<file path="src/rtl/seq_pkg.sv">
// -----------------------------------------------------------------------------
// seq_pkg -- shared definitions for the sequence controller.
//   state_t      : controller state encoding (IDLE=0, RUN=1, PAUSE=2)
//   ADDR_W       : width of the table address
//   COUNT_W      : width of the in-step tick counter
//   STEP_LEN_DEF : default number of ticks per address step
// -----------------------------------------------------------------------------
package seq_pkg;

    localparam int ADDR_W       = 4;
    localparam int COUNT_W      = 8;
    localparam int STEP_LEN_DEF = 13;

    typedef enum logic [1:0] {
        IDLE  = 2'd0,
        RUN   = 2'd1,
        PAUSE = 2'd2
    } state_t;

endpackage : seq_pkg

</file>
<file path="src/rtl/seq_ctrl_tick_div.sv">
// -----------------------------------------------------------------------------
// tick_div -- clock prescaler producing a one-clock tick every DIV enabled clocks.
//   clk   in  : system clock, rising edge
//   rst_n in  : asynchronous active-low reset
//   clr   in  : synchronous clear of the prescaler count (wins over en)
//   en    in  : count enable; the prescaler holds its value while low
//   tick  out : high in the cycle whose closing edge completes DIV enabled clocks
// The first tick after a clear arrives DIV enabled clocks later.
// -----------------------------------------------------------------------------
module tick_div #(
    parameter int unsigned DIV = 1
) (
    input  logic clk,
    input  logic rst_n,
    input  logic clr,
    input  logic en,
    output logic tick
);

    localparam int unsigned CW = (DIV > 1) ? $clog2(DIV) : 1;
    localparam logic [CW-1:0] LAST = CW'(DIV - 1);

    logic [CW-1:0] cnt;

    // NOTE: sequential state is written with non-blocking assignments only, so
    // every flop samples pre-edge values regardless of process ordering.
    always_ff @(posedge clk or negedge rst_n) begin
        if (!rst_n) begin
            cnt <= '0;
        end else if (clr) begin
            cnt <= '0;
        end else if (en) begin
            cnt <= (cnt == LAST) ? '0 : cnt + CW'(1);
        end
    end

    assign tick = en && (cnt == LAST);

endmodule : tick_div

</file>
<file path="src/rtl/seq_ctrl.sv">
// -----------------------------------------------------------------------------
// seq_ctrl -- address sequencer: walks addr from 0 to a latched last_addr,
// spending STEP_LEN prescaled ticks on each address, then pulses done.
//   Parameters : DIV      clocks per tick (1..65535)
//                STEP_LEN ticks per address step (2..255)
//   clk        in  : system clock, rising edge
//   rst_n      in  : asynchronous active-low reset
//   start      in  : start request (honoured only in IDLE, and not with stop)
//   stop       in  : abort; beats tick, pause and start
//   pause      in  : level; freezes addr, count and prescaler while high
//   last_addr  in  : final address, latched when a run starts
//   loop       in  : (SEQ_CTRL_LOOP_EN only) restart from 0 instead of finishing
//   addr       out : current table address, registered
//   count      out : tick count within the current step, registered
//   busy       out : high in RUN or PAUSE
//   done       out : one-cycle pulse on normal completion
// Optional feature macro: SEQ_CTRL_LOOP_EN adds the loop input.
// -----------------------------------------------------------------------------
module seq_ctrl
    import seq_pkg::*;
#(
    parameter int unsigned DIV      = 1,
    parameter int unsigned STEP_LEN = STEP_LEN_DEF
) (
    input  logic               clk,
    input  logic               rst_n,
    input  logic               start,
    input  logic               stop,
    input  logic               pause,
    input  logic [ADDR_W-1:0]  last_addr,
    output logic [ADDR_W-1:0]  addr,
    output logic [COUNT_W-1:0] count,
    output logic               busy,
    output logic               done
`ifdef SEQ_CTRL_LOOP_EN
    ,
    input  logic               loop
`endif
);

    localparam logic [COUNT_W-1:0] LAST_COUNT = COUNT_W'(STEP_LEN - 1);

    state_t             state, state_next;
    logic [ADDR_W-1:0]  last_q, last_next;
    logic [ADDR_W-1:0]  addr_next;
    logic [COUNT_W-1:0] count_next;
    logic               done_next;
    logic               loop_en;
    logic               tick_en;
    logic               tick;
    logic               clr;

`ifdef SEQ_CTRL_LOOP_EN
    assign loop_en = loop;
`else
    assign loop_en = 1'b0;
`endif

    // Progress is gated by the pause level rather than by the state alone: the
    // edge that leaves PAUSE already advances, so a pause of N cycles delays
    // completion by exactly N cycles.
    assign tick_en = (state != IDLE) && !pause && !stop;

    tick_div #(.DIV(DIV)) u_tick_div (
        .clk   (clk),
        .rst_n (rst_n),
        .clr   (clr),
        .en    (tick_en),
        .tick  (tick)
    );

    always_ff @(posedge clk or negedge rst_n) begin
        if (!rst_n) begin
            state  <= IDLE;
            last_q <= '0;
            addr   <= '0;
            count  <= '0;
            done   <= 1'b0;
        end else begin
            state  <= state_next;
            last_q <= last_next;
            addr   <= addr_next;
            count  <= count_next;
            done   <= done_next;
        end
    end

    // NOTE: every signal driven here gets a default first, so no path through
    // the case/if tree can leave one unassigned and infer a latch.
    always_comb begin
        state_next = state;
        last_next  = last_q;
        addr_next  = addr;
        count_next = count;
        done_next  = 1'b0;
        clr        = 1'b0;

        case (state)
            IDLE: begin
                // Keep the prescaler at zero so the first tick lands DIV
                // clocks after the start edge.
                clr = 1'b1;
                if (start && !stop) begin
                    state_next = RUN;
                    last_next  = last_addr;
                    addr_next  = '0;
                    count_next = '0;
                end
            end

            RUN, PAUSE: begin
                if (stop) begin
                    state_next = IDLE;
                    addr_next  = '0;
                    count_next = '0;
                    clr        = 1'b1;
                end else if (pause) begin
                    state_next = PAUSE;
                end else begin
                    state_next = RUN;
                    if (tick) begin
                        if (count != LAST_COUNT) begin
                            count_next = count + COUNT_W'(1);
                        end else if (addr != last_q) begin
                            count_next = '0;
                            addr_next  = addr + ADDR_W'(1);
                        end else if (loop_en) begin
                            count_next = '0;
                            addr_next  = '0;
                        end else begin
                            state_next = IDLE;
                            addr_next  = '0;
                            count_next = '0;
                            done_next  = 1'b1;
                        end
                    end
                end
            end

            default: begin
                state_next = IDLE;
                addr_next  = '0;
                count_next = '0;
            end
        endcase
    end

    // Decoded from the registered state, so busy has already dropped in the
    // cycle that done is high.
    assign busy = (state != IDLE);

endmodule : seq_ctrl

</file>
<file path="config.mk">
export PLATFORM = sky130hd
export DESIGN_NAME = seq_ctrl
export DESIGN_NICKNAME = d
export VERILOG_FILES = /design/src/rtl/seq_pkg.sv /design/src/rtl/seq_ctrl_tick_div.sv /design/src/rtl/seq_ctrl.sv
export SDC_FILE = /design/constraint.sdc
export NUM_CORES = 1
export LEC_CHECK = 0
export BUFFER_PORTS_ARGS = -buffer_cell sky130_fd_sc_hd__buf_2
export CAP_MARGIN = 20
export CELL_PAD_IN_SITES_DETAIL_PLACEMENT = 1
export CELL_PAD_IN_SITES_GLOBAL_PLACEMENT = 1
export CORE_MARGIN = 4
export CORE_UTILIZATION = 34
export CTS_CLUSTER_DIAMETER = 120
export CTS_CLUSTER_SIZE = 30
export DETAILED_ROUTE_END_ITERATION = 6
export PLACE_DENSITY = 0.78
export SLEW_MARGIN = 5
export SYNTH_ARGS = -nofsm -noshare
export SYNTH_HDL_FRONTEND = slang
export SYNTH_SLANG_ARGS = --single-unit
export TNS_END_PERCENT = 5
</file>
<file path="constraint.sdc">
create_clock -name clk -period 3.7 [get_ports clk]
set_clock_uncertainty 0.2 [all_clocks]
set_input_delay 0.185 -clock clk [delete_from_list [all_inputs] [get_ports clk]]
set_output_delay 0.185 -clock clk [all_outputs]
set_load 0.01 [all_outputs]
</file>
== After elaboration in Yosys (flattened, before gate mapping) ==
Cells that the tools add are included.
Widths: inputs -> output; s select.

* Register bits: 20
* Output and inout port bits: 14

* Add/sub/neg operators: 3
* Equality and inequality tests: 8
* Muxes and demuxes: 31
* Bitwise logic cells: 1
* Reduce and logical (&&, ||, !) cells: 13

{| class="wikitable"
|+ Operator list
! cell !! number
|-
| $mux 8 || 5
|-
| $mux 4 || 6
|-
| $pmux 8 s2 || 1
|-
| $mux 1 || 13
|-
| $ne 3x3->1 const B || 3
|-
| $add 8x1->8 const B || 1
|-
| $ne 8x4->1 const B || 1
|-
| $pmux 4 s2 || 1
|-
| $mux 2 || 3
|-
| $add 4x1->4 const B || 1
|-
| $logic_and 1x1->1 || 4
|-
| $ne 4x4->1 || 1
|-
| $pmux 2 s2 || 1
|-
| $reduce_and 4->1 || 1
|-
| $reduce_bool 2->1 || 2
|-
| $reduce_and 3->1 || 1
|-
| $eq 2x1->1 const B || 1
|-
| $eq 2x2->1 const B || 1
|-
| $logic_not 1->1 || 2
|-
| $logic_not 2->1 || 1
|-
| $ne 2x2->1 const B || 1
|-
| $pmux 1 s2 || 1
|-
| $reduce_and 2->1 || 1
|-
| $reduce_or 2->1 || 1
|-
| 2 further kinds || 2
|}

== Longest topological paths before layout ==
* Depth in word-level cells: 8
* Depth in mapped cells: 7
* Gate-level depth less buffers: 6

== Hierarchy ==
From an unflattened synthesis, not the netlist that was laid out.

* Cell total of the unflattened synthesis: 105
* Area total of the unflattened synthesis: 1054.8 sq um

{| class="wikitable"
|+ By module, submodules not included
! module !! instances !! cells each !! area each (sq um) !! seq. area each (sq um)
|-
| seq_ctrl || 1 || 104 || 1047.3 || 475.5
|-
| tick_div || 1 || 1 || 7.5 || 0.0
|}

== Worst setup path before layout ==
Ideal clock, no wire load.

* Kind: register to register
* From: register count[0]
* To: register addr[0]
* Arrival: 1863 ps
* Data required time: 3375 ps
* Slack: 1512 ps
* Cell stages (with the launch flop): 8
* Path buffers: 1
* Period minus slack after synthesis: 2188 ps
* Path through: dfrtp_1 > inv_1 > ha_1 > nand4b_1 > or4_1 > buf_2 > a211o_1 > mux2_4

* Word-level cells in the longest chain between the ends: 3

{| class="wikitable"
|+ Ends and longest elaborated chain
! element !! RTL line !! text
|-
| start, declared || seq_ctrl.sv:32 || <nowiki>output logic [COUNT_W-1:0] count,</nowiki>
|-
| start signal, assigned || seq_ctrl.sv:83 || <nowiki>count <= count_next;</nowiki>
|-
| $ne 8x4->1 || seq_ctrl.sv:122 || <nowiki>if (count != LAST_COUNT) begin</nowiki>
|-
| $ne 3x3->1 (no line) || - ||
|-
| $reduce_and 4->1 (no line) || - ||
|-
| end signal, assigned || seq_ctrl.sv:82 || <nowiki>addr <= addr_next;</nowiki>
|-
| end, declared || seq_ctrl.sv:31 || <nowiki>output logic [ADDR_W-1:0] addr,</nowiki>
|}

No other way between the ends.
A chain may end at the register's enable or synchronous reset.

== Worst setup path in the final report ==
* From: register state[1]
* To: register count[6]

* Word-level cells in the longest chain between the ends: 6
* Elaborated cells between the ends (all ways): 13
* Those cells by class: 5 x eq/ne; 1 x mux; 7 x reduce/logical

{| class="wikitable"
|+ Ends and longest elaborated chain
! element !! RTL line !! text
|-
| start, declared || seq_ctrl.sv:43 || <nowiki>state_t state, state_next;</nowiki>
|-
| start signal, assigned || seq_ctrl.sv:80 || <nowiki>state <= state_next;</nowiki>
|-
| $reduce_bool 2->1 || seq_ctrl.sv:62 || <nowiki>assign tick_en = (state != IDLE) && !pause && !stop;</nowiki>
|-
| $logic_and 1x1->1 (2 in a row) || seq_ctrl.sv:62 ||
|-
| $logic_and 1x1->1 || seq_ctrl_tick_div.sv:37 || <nowiki>assign tick = en && (cnt == LAST);</nowiki>
|-
| $ne 3x3->1 (no line) || - ||
|-
| $reduce_and 3->1 (no line) || - ||
|}

Parallel ways exist; a longest one is shown, timed or not.

==> flow_summary.yaml <==
setup_path:
  max_stage_delay_ps: 640
  r2r-start: "state[1]"
  path_buf_inv: 3
  worstPathCellList: "inv_1 -> ha_1 -> inv_1 -> a21boi_0 -> buf_2 -> or4_2 -> a21oi_1"
  crit_path_end_kind: "flip-flop"
  path_depth: 7
  required_ps: 3750
  critical_path.startpoint: "state[1]"
  arrival_ps: 2370
  cp_top_family: "simple AND/OR/NAND/NOR gates"
  rrSetupSlack_ps: 1380
  crit_fanout: 11
  endpoint: "count[6]"
  ff2ff_path_depth: 7
  cpMaxStageDelayCell: "or4_2"
  critPathLaunchType: "flip-flop"
  worstSetupPathType: "flip-flop to flip-flop"
  cpMostUsedCell: "inv_1"
  r2r_end: "count[6]"
logic_synthesis:
  synth.avg_cell_area_um2: 10.1
  ys_types: 36
  ys_warn_count: 0
  synth_nets: 118
  synth_cells: 104
  ys_seq_area_frac: 0.454
  syn-cell-area_um2: 1050
  async_reset_ff_frac: 1.00
  postSynthRegisterBits: 19
  synth-main-ff-cell: "dfrtp_1"
  synth_edf_count: 0
placed_design:
  port_buffers: 22
  placed_area_um2: 1190
  place_ws_ps: 1360
  gp_congestion: 0.811
  dp_hpwl_um: 2030
  dpl.cell_count: 156
routing:
  avgViaCountPerCell: 5.59
  drc: 0
  dr_total_vias: 934
  drtPass1Iterations: 4
  ant_nets: 0
  wire_per_inst_um: 16.1
  drt_iter0_drc: 16
  wirelength_um: 2700
die:
  die_w_um: 63.5
  initial_utilization: 0.367
  die_h_um: 63.5
  ios: 23
  die_area_um2: 4030
  core_area_um2: 2850
  rows: 19
final_layout:
  fin_cells: 167
  antennaDiodeCount: 0
  num-nets-final: 151
  final_cell_mix: "buf_2, dfrtp_1, nand2_1, o21ai_0, dlygate4sd3_1"
  final_common_cell: "buf_2"
  area_growth_pct: 23.1
  finalInstanceArea_um2: 1290
  final_layout_size_suffix_gt1_frac: 0.243
global_route:
  grtUsageTotal: 0.152
  grt_max_degree: 20
  grt_first_pass_wirelength_um: 4870
  overflow: 0
  grt_pass1_vias: 1038
  antenna_found_initial: 0
run:
  drv_cap: 0
worst_hold_path:
  hold_path.class: "input port to async pin"
clocking:
  cts-buffers-inserted: 3
  clkLatencyLatePin_ps: 310
  clock_sinks: 19
  cts_tree: "yes"
  cts_max_path_buffers: 2
  cts_setup_buffers: 0
  h-tree-depth: 1
  path_clk_slew_ps: 120
  cts_root_buffer: "clkbuf_4"
sta:
  hold_violations: 0
  maxSlewHeadroom: 0.597
  rsz0062_at_grt: "false"
  fmax_mhz: 431
  drv_slew: 0
  tns_ps: 0
  hold_slack_ps: 123
  fin_crit_ps: 2320
  setup-violations-final: 0
  worstMarginPinSlew_ps: 599
  timing.final.ws_setup_ps: 1380
  fin_crit_sh: 0.627
pwr:
  peakVddDrop_v: 0.000312
  power_density_nw_per_um2: 513
  power.leakage_nw: 0.621
run_status:
  outcome: "completed"
through the flow:
step / util / total power, mW
after floorplan: - / 0.460
after global placement: 0.416 / 0.524
after detailed placement: 0.418 / 0.548
after CTS: 0.452 / 0.667
after global routing: 0.452 / 0.723
final: 0.452 / 0.661
repair_timing:
action | CTS | global route
hold buffers | 7 | 0
resized for setup | 0 | 0
endpoints found under the hold margin | 24 | 0
cells by family (layout without fill, tap and decap cells):
group | count (synthesis) | after routing | share of synthesized area
AND/OR/NAND/NOR | 35 | 35 | 0.183
AO/OA/AOI/OAI | 27 | 27 | 0.174
flip-flops | 19 | 19 | 0.454
buffers and inverters | 8 | 40 | 0.0299
adder cells (fa/ha/maj) | 5 | 5 | 0.0597
XOR/XNOR | 5 | 5 | 0.0418
multiplexers | 5 | 5 | 0.0573
routing by layer:
metal	vias up	global-route usage	part of all wire
met5	-	0	0
met4	0	0.0836	0.021
met3	5	0.0231	0.020
met2	13	0.262	0.51
met1	467	0.180	0.45
li1	449	-	-
final cells by class:
| class | instances | area, µm² |
|---|---|---|
| well taps | 31 | 38.8 |
| clock buffers | 4 | 26.3 |
| inverters | 6 | 22.5 |
| repair buffers | 30 | 185 |
| fillers | 334 | 1560 |
| multi-input cells | 77 | 541 |
| flip-flops and latches | 19 | 475 |
flip-flops by register name, summed over array words and instances (netlist names):
signal / count
count: 8
done: 1
last_q: 4
addr: 4
state: 2
synth_stat cells (all sizes together) (2+ instances only):
cell	number	area, µm²
and3	3	18.8
nor2b	2	12.5
nand3	5	25.0
a211o	2	17.5
nor2	3	11.3
or4	3	23.8
nand2	8	30.0
mux2	5	60.1
or3	2	12.5
a21oi	4	20.0
o21ai	8	40.0
inv	6	22.5
ha	5	62.6
dfrtp	19	475
xor2	4	35.0
a22o	2	17.5
nand2b	3	18.8
nor4	3	18.8
o31ai	2	15.0
worst min path at each step:
stage	from	end	cells past startpoint
5_1_grt	rst_n	count[1]	2
3_3_place_gp	rst_n	count[1]	1
3_5_place_dp	rst_n	count[1]	1
2_1_floorplan	rst_n	addr[0]	0
4_1_cts	rst_n	count[1]	2
6_report	rst_n	count[1]	2
where the power goes:
group	internal, mW	total [mW]	switching [mW]
registers	0.246	0.276	0.0299
clock network	0.0421	0.110	0.0684
logic	0.105	0.274	0.169
total	0.393	0.661	0.268
Note: power is estimated with default switching activity, not from simulation.
